--- config.mk ---
export PLATFORM = sky130hd
export DESIGN_NAME = pu_input_packer
export DESIGN_NICKNAME = d
export VERILOG_FILES = /design/src/rtl/pu_input_packer.sv
export SDC_FILE = /design/constraint.sdc
export NUM_CORES = 1
export LEC_CHECK = 0
export CORE_ASPECT_RATIO = 1.2
export CORE_MARGIN = 1
export CORE_UTILIZATION = 30
export CTS_CLUSTER_SIZE = 14
export DETAILED_ROUTE_END_ITERATION = 8
export HOLD_SLACK_MARGIN = 0.06
export PLACE_DENSITY = 0.59
export SYNTH_ARGS = -nofsm -noshare
export SYNTH_HDL_FRONTEND = slang
export SYNTH_SLANG_ARGS = --single-unit
--- constraint.sdc ---
create_clock -name clk -period 3.38 [get_ports clk]
set_input_delay 0.507 -clock clk [delete_from_list [all_inputs] [get_ports clk]]
set_output_delay 0.507 -clock clk [all_outputs]
set_load 0.005 [all_outputs]
--- src/rtl/pu_input_packer.sv ---
`default_nettype none
// ============================================================================
// Module   : pu_input_packer
// Purpose  : Packs a row-major operand stream into NUM_PE-lane words for the
//            PU, one output register with read-request bypass.
// Revision : 1.0 - initial release
// ============================================================================
module pu_input_packer #(
   parameter  int OP_WIDTH   = 16,
   parameter  int NUM_PE     = 4,
   parameter  int DIM_WIDTH  = 16,
   localparam int DATA_WIDTH = OP_WIDTH * NUM_PE
) (
   input  logic                  clk,
   input  logic                  reset_n,
   input  logic                  start,
   input  logic [DIM_WIDTH-1:0]  cfg_row_width,
   input  logic [DIM_WIDTH-1:0]  cfg_num_rows,
   input  logic                  in_valid,
   input  logic [OP_WIDTH-1:0]   in_data,
   output logic                  in_ready,
   input  logic                  pu_rd_req,
   output logic                  pu_rd_ready,
   output logic [DATA_WIDTH-1:0] pu_data_in,
   output logic                  busy,
   output logic                  done,
   output logic                  rd_underflow
);

   localparam int c_LANE_W = (NUM_PE > 1) ? $clog2(NUM_PE) : 1;
   localparam logic [c_LANE_W-1:0] c_LAST_LANE = c_LANE_W'(NUM_PE - 1);

   typedef enum logic [1:0] {
      ST_IDLE  = 2'd0,
      ST_FILL  = 2'd1,
      ST_DRAIN = 2'd2
   } state_t;

   state_t                r_state, w_state_next;
   logic [DIM_WIDTH-1:0]  r_w, r_h, r_col, r_row;
   logic [c_LANE_W-1:0]   r_lane;
   logic [DATA_WIDTH-1:0] r_pack, r_out, w_word;
   logic                  r_out_valid, r_done, r_underflow;
   logic                  w_dims_ok, w_row_end, w_word_last, w_frame_last;
   logic                  w_in_ready, w_accept, w_xfer;

   assign w_dims_ok    = (cfg_row_width != '0) && (cfg_num_rows != '0);
   assign w_row_end    = (r_col == r_w - DIM_WIDTH'(1));
   assign w_word_last  = (r_lane == c_LAST_LANE) || w_row_end;
   assign w_frame_last = w_row_end && (r_row == r_h - DIM_WIDTH'(1));
   assign w_xfer       = pu_rd_req && r_out_valid;
   // A completing operand needs the output register free, or freed this cycle.
   assign w_in_ready   = (r_state == ST_FILL) && !(w_word_last && r_out_valid && !pu_rd_req);
   assign w_accept     = in_valid && w_in_ready;

   // Lanes above the current one are already zero because r_pack is cleared per word.
   always_comb begin
      w_word = r_pack;
      for (int i = 0; i < NUM_PE; i++) begin
         if (r_lane == c_LANE_W'(i)) begin
            w_word[i*OP_WIDTH +: OP_WIDTH] = in_data;
         end
      end
   end

   always_comb begin
      w_state_next = r_state;
      case (r_state)
         ST_IDLE:  if (start && w_dims_ok)         w_state_next = ST_FILL;
         ST_FILL:  if (w_accept && w_frame_last)   w_state_next = ST_DRAIN;
         ST_DRAIN: if (w_xfer)                     w_state_next = ST_IDLE;
         default:                                  w_state_next = ST_IDLE;
      endcase
   end

   always_ff @(posedge clk or negedge reset_n) begin
      if (!reset_n) begin
         r_state <= ST_IDLE;
      end else begin
         r_state <= w_state_next;
      end
   end

   always_ff @(posedge clk or negedge reset_n) begin
      if (!reset_n) begin
         r_w         <= '0;
         r_h         <= '0;
         r_col       <= '0;
         r_row       <= '0;
         r_lane      <= '0;
         r_pack      <= '0;
         r_out       <= '0;
         r_out_valid <= 1'b0;
         r_done      <= 1'b0;
         r_underflow <= 1'b0;
      end else begin
         r_done <= ((r_state == ST_IDLE) && start && !w_dims_ok) ||
                   ((r_state == ST_DRAIN) && w_xfer);

         if ((r_state == ST_IDLE) && start) begin
            r_underflow <= 1'b0;
            r_w         <= cfg_row_width;
            r_h         <= cfg_num_rows;
            r_col       <= '0;
            r_row       <= '0;
            r_lane      <= '0;
            r_pack      <= '0;
         end else begin
            if (pu_rd_req && !r_out_valid) begin
               r_underflow <= 1'b1;
            end
            if (w_accept) begin
               r_pack <= w_word_last ? '0 : w_word;
               if (w_row_end) begin
                  r_lane <= '0;
                  r_col  <= '0;
                  r_row  <= r_row + DIM_WIDTH'(1);
               end else begin
                  r_lane <= (r_lane == c_LAST_LANE) ? '0 : r_lane + c_LANE_W'(1);
                  r_col  <= r_col + DIM_WIDTH'(1);
               end
            end
         end

         if (w_accept && w_word_last) begin
            r_out       <= w_word;
            r_out_valid <= 1'b1;
         end else if (w_xfer) begin
            r_out_valid <= 1'b0;
         end
      end
   end

   assign in_ready     = w_in_ready;
   assign pu_rd_ready  = r_out_valid;
   assign pu_data_in   = r_out;
   assign busy         = (r_state != ST_IDLE);
   assign done         = r_done;
   assign rd_underflow = r_underflow;

endmodule
`default_nettype wire

### After elaboration in Yosys (flattened, before gate mapping)

Index checks and enable logic that the tools add are counted.

* register bits: 199
* input bits: 53
* logic and storage cells: 82
* output and inout bits: 69

* eq/ne operators: 10
* add/sub/neg operators: 5
* mux-type cells: 25
* reduce and logical (&&, ||, !) cells: 31

Operators with widths (number)
* 64-bit two-way mux: 3
* 16-bit two-way mux: 10
* 16-bit by 1-bit adder with 16-bit output, second input constant: 2
* 16-bit equality test: 2
* 16-bit nonzero test: 2
* 16-bit by 1-bit subtractor with 16-bit output, second input constant: 2
* 1-bit logical AND: 14
* 2-bit two-way mux: 7
* 2-bit nonzero test: 5
* 2-bit equality test, second input constant: 3
* 2-bit case mux with 3 select lines: 1
* 2-bit by 1-bit equality test with 1-bit output, second input constant: 2
* 1-bit logical NOT: 4
* 2-bit logical NOT: 2
* 1-bit two-way mux: 4
* 2-bit inequality test, second input constant: 2
* 3-bit AND reduction: 1
* 2-bit by 1-bit adder with 2-bit output, second input constant: 1
* 1-bit logical OR: 2
* 2-bit by 1-bit inequality test with 1-bit output, second input constant: 1
* 2-bit AND reduction: 1

### Depth between registers and ports, before layout

Gate-level depths: netlist (run 1).

* depth in word-level cells: 11
* mapped depth: 13
* depth with buffers taken out: 10

### Worst setup path before layout (run 1)

Ideal clock, no wire load.

* path kind: register to output
* start: register r_w[0]
* end: output port in_ready
* data arrival time: 2.607 ns
* stages on the path, launching flop included: 14
* path slack: 0.266 ns
* required time: 2.873 ns
* buffers on the path: 3
* path through: dfrtp_1 inv_1 ha_1 nor2b_1 clkbuf_1 nand3_1 mux2i_1 nor3_1 nor4_4 a21oi_2 clkbuf_1 clkbuf_1 nor2_1 nor2_1

* longest elaborated chain between the ends: 7

RTL lines
* start: declaration: RTL line 40 `logic [DIM_WIDTH-1:0] r_w, r_h, r_col, r_row;`
* start signal: assignment: RTL line 102 `r_w <= cfg_row_width;`
* 16-bit by 1-bit subtractor with 16-bit output: RTL line 48 `assign w_row_end = (r_col == r_w - DIM_WIDTH'(1));`
* 16-bit equality test: RTL line 48
* 1-bit logical OR: RTL line 49 `assign w_word_last = (r_lane == c_LAST_LANE) || w_row_end;`
* 1-bit logical AND (2 in series): RTL line 53 `assign w_in_ready = (r_state == ST_FILL) && !(w_word_last && r_out_valid && !pu_rd_req);`
* 1-bit logical NOT: RTL line 53
* 1-bit logical AND: RTL line 53
* end: declaration: RTL line 21 `output logic in_ready,`

Every way passes these cells.

### Worst setup path after layout (run 1)

* start: register r_w[8]
* end: output port in_ready

The elaborated chain is that of the path after synthesis.

==> results of run 1 <==
==> synth_stat cells (4+ instances only) <==
cell type,n,share of area [%]
a21oi_1,14,0.72
inv_1,17,0.66
xnor2_1,25,2.2
o41ai_1,6,0.54
nor3_1,12,0.62
buf_2,12,0.62
and3_1,33,2.1
nand4_1,8,0.51
or4_1,8,0.62
a22o_1,50,4.5
dfrtp_1,199,51
nand3b_1,4,0.31
or3_1,9,0.58
ha_1,8,1.0
clkbuf_1,50,1.9
nand2b_1,16,1.0
o21ai_1,4,0.21
o21ai_0,142,7.3
o211ai_1,6,0.46
and2_1,6,0.39
nor4_1,12,0.77
nand3_1,19,0.98
nor2_1,29,1.1
mux2i_1,68,7.0
xor2_1,18,1.6
o21a_1,4,0.31
nor2b_1,4,0.26
nand2_1,124,4.8
o311ai_0,6,0.54
==> report_power, final <==
part / total, mW / switching, mW / internal (mW)
clock network: 2.28 / 1.05 / 1.24
logic: 2.84 / 1.36 / 1.48
registers: 3.42 / 0.432 / 2.99
total: 8.55 / 2.84 / 5.71
==> area by class of cell <==
cell class,instances,area (sq um)
fillers,3097,19200
flip-flops and latches,199,4980
multi-input cells,680,4530
repair buffers,169,1660
well taps,401,502
clock buffers,18,439
clock inverters,14,225
inverters,17,63.8
==> worst min path at each step <==
stage          slack, ns             end
2_1_floorplan       0.21            done
3_3_place_gp        0.49      r_pack[37]
3_5_place_dp        0.49       r_pack[6]
4_1_cts             0.17  pu_data_in[25]
5_1_grt             0.16  pu_data_in[25]
6_report            0.12  pu_data_in[25]
==> registers in the layout, indices dropped and copies added (netlist names) <==
name and flops:
pu_rd_ready 1, r_row 16, r_h 16, done 1, r_w 16, r_state 2, pu_data_in 64, r_col 16
r_lane 2, rd_underflow 1, r_pack 64
==> routing by layer <==
metal | part of all wire, % | vias to the layer above
met5 | 0 | -
met4 | 0.99 | 0
met3 | 3.9 | 14
met2 | 46 | 197
met1 | 49 | 3838
li1 | - | 3713
==> timing repair <==
item / in CTS / in global routing
setup endpoints to repair: 1 / 4
gates cloned: 0 / 0
pin swaps: 12 / 8
gates resized for setup: 18 / 10
buffers inserted: 11 / 7
==> cells by family after synthesis <==
kind of cell / after synthesis
muxes: 71
and+or+nand+nor: 300
DFF: 199
adders and majority gates: 8
buffers and inverters: 80
AOI/OAI and AO/OA: 257
xor gates and xnor gates: 44
==> layout by cell type (no fill, tap or decap), drive strengths merged, types with 3 or more instances in the layout <==
cell type / instances
a21oi: 15
a22o: 50
a31oi: 3
and2: 6
and3: 33
buf: 48
bufinv: 3
clkbuf: 19
clkdlybuf4s50: 119
clkinv: 4
dfrtp: 199
ha: 8
inv: 23
mux2: 3
mux2i: 68
nand2: 124
nand2b: 16
nand3: 19
nand3b: 4
nand4: 8
nand4b: 3
nor2: 29
nor2b: 4
nor3: 13
nor3b: 3
nor4: 14
o211ai: 6
o21a: 4
o21ai: 146
o2bb2ai: 4
o311ai: 6
o41ai: 6
or3: 9
or4: 8
or4b: 3
xnor2: 26
xor2: 18
==> per-stage QoR <==
stage                     instance area [sq um]  utilization (%)  power, mW
final                                     12400             39.2       8.55
after global routing                      12400             39.2       9.04
after CTS                                 12300             38.9       8.63
after detailed placement                  11500             36.3       6.31
after global placement                    11500             36.3       6.26
after floorplan                            9730                -       4.88
==> critical path, delay by kind of cell (launching register included) <==
kind	cells	cell delay, ns
AO/OA/AOI/OAI	1	0.12
flip-flops	1	0.44
buffers and inverters	1	0.20
XOR/XNOR	1	0.15
AND/OR/NAND/NOR	6	1.37
==> metrics.md, run 1 <==
| Metric | Value |
|---|---|
| Fin cells | `between 1,000 and 1,500` |
| DPL Wire Length | `between 15,000 and 20,000 um` |
| Failing checks | `DRC` |
| DIE HEIGHT | `199 um` |
| Cts bufs inserted | `17` |
| Max Fanout on Critical Path | `4` |
| Worst Setup EP | `in_ready` |
| Final WS setup | `roughly 0.14 ns` |
| Post-synthesis xor/xnor area fraction | `4.04%` |
| Synth cell types | `60` |
| I/O Buffers | `121` |
| DIE WIDTH | `166 um` |
| Max-cap viol count | `0` |
| First-pass GRT wire length | `41,800 um` |
| IO Pins | `122` |
| Detail-routed via count per cell | `5.18` |
| DRC Markers | `15` |
| Register area share after synthesis | `just over 50%` |
| Ys Warns | `0` |
| Post-Syn Instances | `959` |
| Post-Route WL | `25,800 um` |
| Crit-path slowest cell | `dfrtp_2` |
| Max incr delay on CP | `between 0.4 and 0.5 ns` |
| Critical Path Source | `r_w[8]` |
| Die footprint | `33,200 sq um` |
| Setup Crit Path Kind | `flip-flop to primary output` |
| Total GRT Usage | `between 10% and 20%` |
| Post-synth EDFFs | `0` |
| Grt total ovfl | `0` |
| Post-route ant nets | `0` |
| Largest net degree at the start of global routing | `between 90 and 100` |
| Layout Area Growth over Synthesis | `27.4%` |
| Vias post-DR | `7,762` |
| CTS H-tree depth | `4` |
| Reg-to-Reg Start | `r_w[8]` |
| Post-synthesis compound-gate area fraction | `between 10% and 20%` |
| RR Endpoint | `r_pack[26]` |
| CP Launch Type | `flip-flop` |
| Synthesis-stage register bit count | `199` |
| Fin. Hold Viols | `0` |
| CTS tree | `done` |
| Synth async-reset ratio | `100%` |
| Clock buffer depth | `2` |
| Setup slack, reg-to-reg | `between 0.3 and 0.4 ns` |
| Syn_area_per_cell | `around 10 sq um` |
| Mean routed wirelength per cell | `roughly 17 um` |
| Starting density of the core | `between 30% and 40%` |
| Simple-Gate Fraction of Synth Area | `around 16%` |
| Final Wtd Congestion | `slightly above 0.8` |
| Most used DFF post-synth | `dfrtp_1` |
| Gr busiest metal | `met2` |
| Worst Setup End Kind | `primary output` |
| Vias in the first global route | `about 7,400` |
| Synth Net Count | `roughly 1,000` |
| Max VDD drop | `around 0.34 mV` |
| Cts hold-fix bufs | `0` |
| Synth Area in Adders | `roughly 1%` |
| Skew final | `roughly 0.012 ns` |
| Pre-antenna DRT Iters | `7` |
| Fin crit share | `between 90 and 100%` |
| Worst-margin pin slew | `between 0.8 and 0.9 ns` |
| Data arrival, critical path | `around 2.7 ns` |
| Reg clk slew, reported paths | `roughly 0.080 ns` |
| Global-route met2 utilization | `between 20 and 30%` |
| N_diodes | `0` |
| # clock sinks | `between 150 and 200` |
| Mux contribution to synthesized area | `under 10%` |
| Pwr dens | `around 700 nW/um^2` |
| # rows | `just over 70` |
| CORE AREA | `between 30,000 and 40,000 sq um` |
| F_max | `between 0.3 and 0.4 GHz` |
| Max Slew Vio Count | `0` |
| Root buffer cell | `clkbuf_16` |
| Status | `finished, violations left` |
| M3 GR Usage | `approximately 2.7%` |
| Share of cells above drive strength 1 | `approximately a tenth` |
| Initial antenna violation count | `0` |
| NumNets Final | `around 1,100` |
| Clk_lat worst skew | `about 0.44 ns` |
| Rel. slew slack | `between 40% and 50%` |
| CP required | `between 2 and 3 ns` |
| Hold WS | `around 0.12 ns` |
| Min Tclk post-route | `3.24 ns` |
| Reg2Reg Depth | `10` |
| Met1 usage | `between 20% and 30%` |
| Crit path cell chain | `nor4_4 > nand4b_1 > or3_4 > xnor2_2 > nor4_4 > a21oi_4 > nor2_1 > nor2_1 > clkdlybuf4s15_1` |
| Largest family of logic cells by synthesized area | `compound AO/OA/AOI/OAI gates` |
| Setup Total Neg Slack | `0 ns` |
| Worst Hold Class | `input port to asynchronous set/reset pin` |
| Final Setup Violations | `0` |
| Synthesized area | `between 9000 and 10,000 sq um` |
| Place WS | `0.183 ns` |
| Pleak | `about 5.5 nW` |
| DRT iter0 DRCs | `roughly 580` |
| Cells after DPL | `about 1,400` |
Note: power is estimated with default switching activity, not from simulation.
==> inputs of run 2 (changes only) <==
--- a/config.mk
+++ b/config.mk
@@ -10,6 +10,7 @@
 export CORE_UTILIZATION = 30
 export CTS_CLUSTER_SIZE = 14
 export DETAILED_ROUTE_END_ITERATION = 8
+export GPL_ROUTABILITY_DRIVEN = 0
 export HOLD_SLACK_MARGIN = 0.06
 export PLACE_DENSITY = 0.59
 export SYNTH_ARGS = -nofsm -noshare
==> constraint.sdc (replaced) <==
create_clock -name clk -period 3.45 [get_ports clk]
set_input_delay 0.5175 -clock clk [delete_from_list [all_inputs] [get_ports clk]]
set_output_delay 0.5175 -clock clk [all_outputs]
set_load 0.005 [all_outputs]
==> run 2 against run 1 <==
Worst setup slack gained 0.0034 ns. Die area is the same. Via count shrank 0.63%. Largest cell class unchanged. Wire length shrank 2.0%. Design area shrank 1.8%. First-iteration DRC count shrank 19%. The run still ends with DRC left.
==> metrics.md, run 2 (synthesis results as in run 1) <==
| Metric | Value |
|---|---|
| Max incr delay on CP | `between 0.5 and 0.6 ns` |
| WP buf/inv | `1` |
| Initial antenna violation count | `0` |
| Max Slew Vio Count | `0` |
| N_diodes | `0` |
| Worst Setup End Kind | `primary output` |
| F_max | `0.303 GHz` |
| Detail-routed via count per cell | `5.18` |
| Data arrival, critical path | `about 2.8 ns` |
| CTS tree | `done` |
| Final Setup Violations | `0` |
| Failing checks | `DRC` |
| Pre-antenna DRT Iters | `7` |
| Total GRT Usage | `between 10% and 20%` |
| Vias in the first global route | `~7,700` |
| Starting density of the core | `30.8%` |
| NumNets Final | `between 1,000 and 1,500` |
| IO Pins | `122` |
| Switching Fraction | `33.9%` |
| Layout Area Growth over Synthesis | `25.1%` |
| I/O Buffers | `121` |
| Gate power share | `34.4%` |
| Max Fanout on Critical Path | `8` |
| Mean routed wirelength per cell | `17.0 um` |
| Final WS setup | `around 0.15 ns` |
| RSZ-0062 raised after global routing | `true` |
| Worst Hold Class | `input port to asynchronous set/reset pin` |
| Worst-margin pin slew | `between 0.7 and 0.8 ns` |
| Crit path cell chain | `or4_1 > or4b_1 > o22ai_2 > and2_4 > a21oi_4 > nor2_1 > nor2_1 > dlygate4sd2_1` |
| Max-cap viol count | `0` |
| Vias post-DR | `7,713` |
| Cells after DPL | `between 1,000 and 1,500` |
| DIE WIDTH | `166 um` |
| Share of cells above drive strength 1 | `under 10%` |
| Max VDD drop | `~0.27 mV` |
| DPL Wire Length | `17,200 um` |
| CP Launch Type | `flip-flop` |
| Int Pwr | `~5.3 mW` |
| Skew final | `0.0168 ns` |
| Min Tclk post-route | `around 3.3 ns` |
| Clock buffer depth | `2` |
| DIE HEIGHT | `between 150 and 200 um` |
| Switching pwr | `about 2.7 mW` |
| Crit path max-delay family | `simple AND/OR/NAND/NOR gates` |
| Hold WS | `0.120 ns` |
| Root buffer cell | `clkbuf_16` |
| Post-Route WL | `approximately 25,000 um` |
| CORE AREA | `between 30,000 and 40,000 sq um` |
| Crit-path slowest cell | `or4_1` |
| Clk_lat worst skew | `roughly 0.44 ns` |
| CTS H-tree depth | `4` |
| Crit-path most repeated cell | `nor2_1` |
| Reg clk slew, reported paths | `around 0.080 ns` |
| Pwr dens | `between 600 and 700 nW/um^2` |
| Grt total ovfl | `0` |
| Clk pwr share | `roughly a quarter` |
| Fin crit share | `95.8%` |
| Place WS | `0.233 ns` |
| Sequential Power Share | `a little over two fifths` |
| Largest net degree at the start of global routing | `95` |
| CP required | `slightly below 3 ns` |
| Pleak | `about 5.4 nW` |
| Final core occ | `between 30% and 40%` |
| First-pass GRT wire length | `42,400 um` |
| Die footprint | `between 30,000 and 40,000 sq um` |
| # rows | `~70` |
| Commonest non-fill, non-tap cell in the layout | `dfrtp_1` |
| DRT iter0 DRCs | `roughly 470` |
| Setup Crit Path Kind | `flip-flop to primary output` |
| Status | `finished, violations left` |
| Fin. Hold Viols | `0` |
| Fin cells | `around 1,500` |
| Most frequent cells in the layout | `196 x dfrtp_1, 142 x o21ai_0, 122 x nand2_1` |
| Cts bufs inserted | `17` |
| DRC Markers | `15` |
| Cts hold-fix bufs | `0` |
| Rel. slew slack | `between 40% and 50%` |
| Post-route ant nets | `0` |
| # clock sinks | `around 200` |
run 2: cell count changes in the layout (fill, tap and decap cells not counted), sizes merged:
cell	before	now
dlygate4sd2	0	1
clkdlybuf4s15	1	0
inv	23	25
buf	48	39
bufinv	3	0
clkinvlp	1	2
clkbuf	19	18
run 2: area by class of cell:
type / instances / area, sq um
Clock buffer: 17 / 425
Clock inverter: 14 / 129
Fill cell: 3187 / 19400
Inverter: 17 / 63.8
Multi-Input combinational cell: 680 / 4500
Sequential cell: 199 / 4980
Tap cell: 401 / 502
Timing Repair Buffer: 160 / 1570
run 2: final timing paths:
check	start	end	slack [ns]	depth (start not counted)
setup / recovery	r_w[8]	in_ready	0.15	8
hold / removal	reset_n	pu_data_in[26]	0.12	1
setup reg to reg	r_w[8]	r_pack[29]	0.35	10
hold reg to reg	r_pack[4]	r_pack[4]	0.51	1
max in group asynchronous	reset_n	r_w[6]	2.42	2
min in group clk	r_pack[4]	r_pack[4]	0.51	1
run 2: what timing repair did:
| action | CTS | global route |
|---|---|---|
| cloned | 0 | 0 |
| endpoints found under the setup margin | 1 | 9 |
| pin swaps | 7 | 2 |
| resized for setup | 14 | 3 |
| buffers inserted | 9 | 1 |
run 2: power groups by stage:
stage | combinational (mW) | clock (mW) | sequential (mW)
floorplan | 1.51 | 0 | 3.27
global placement | 2.73 | 0 | 3.38
detailed placement | 2.76 | 0 | 3.40
CTS | 2.79 | 1.99 | 3.35
global route | 3.03 | 2.10 | 3.43
finish | 2.77 | 1.93 | 3.35
run 2: layer usage:
layer	track usage, %	vias up	part of all wire [%]
met4	4.80	0	1.5
met1	21.9	3793	48
met5	0	-	0
met3	2.81	21	3.9
met2	25.9	200	46
li1	-	3699	-
run 2: through the flow:
step,instance area (sq um),TNS (ns),power [mW]
finish,12200,0,8.05
floorplan,9730,0,4.78
global route,12200,-0.0904,8.56
CTS,12200,0,8.14
detailed placement,11500,0,6.16
global placement,11500,0,6.12
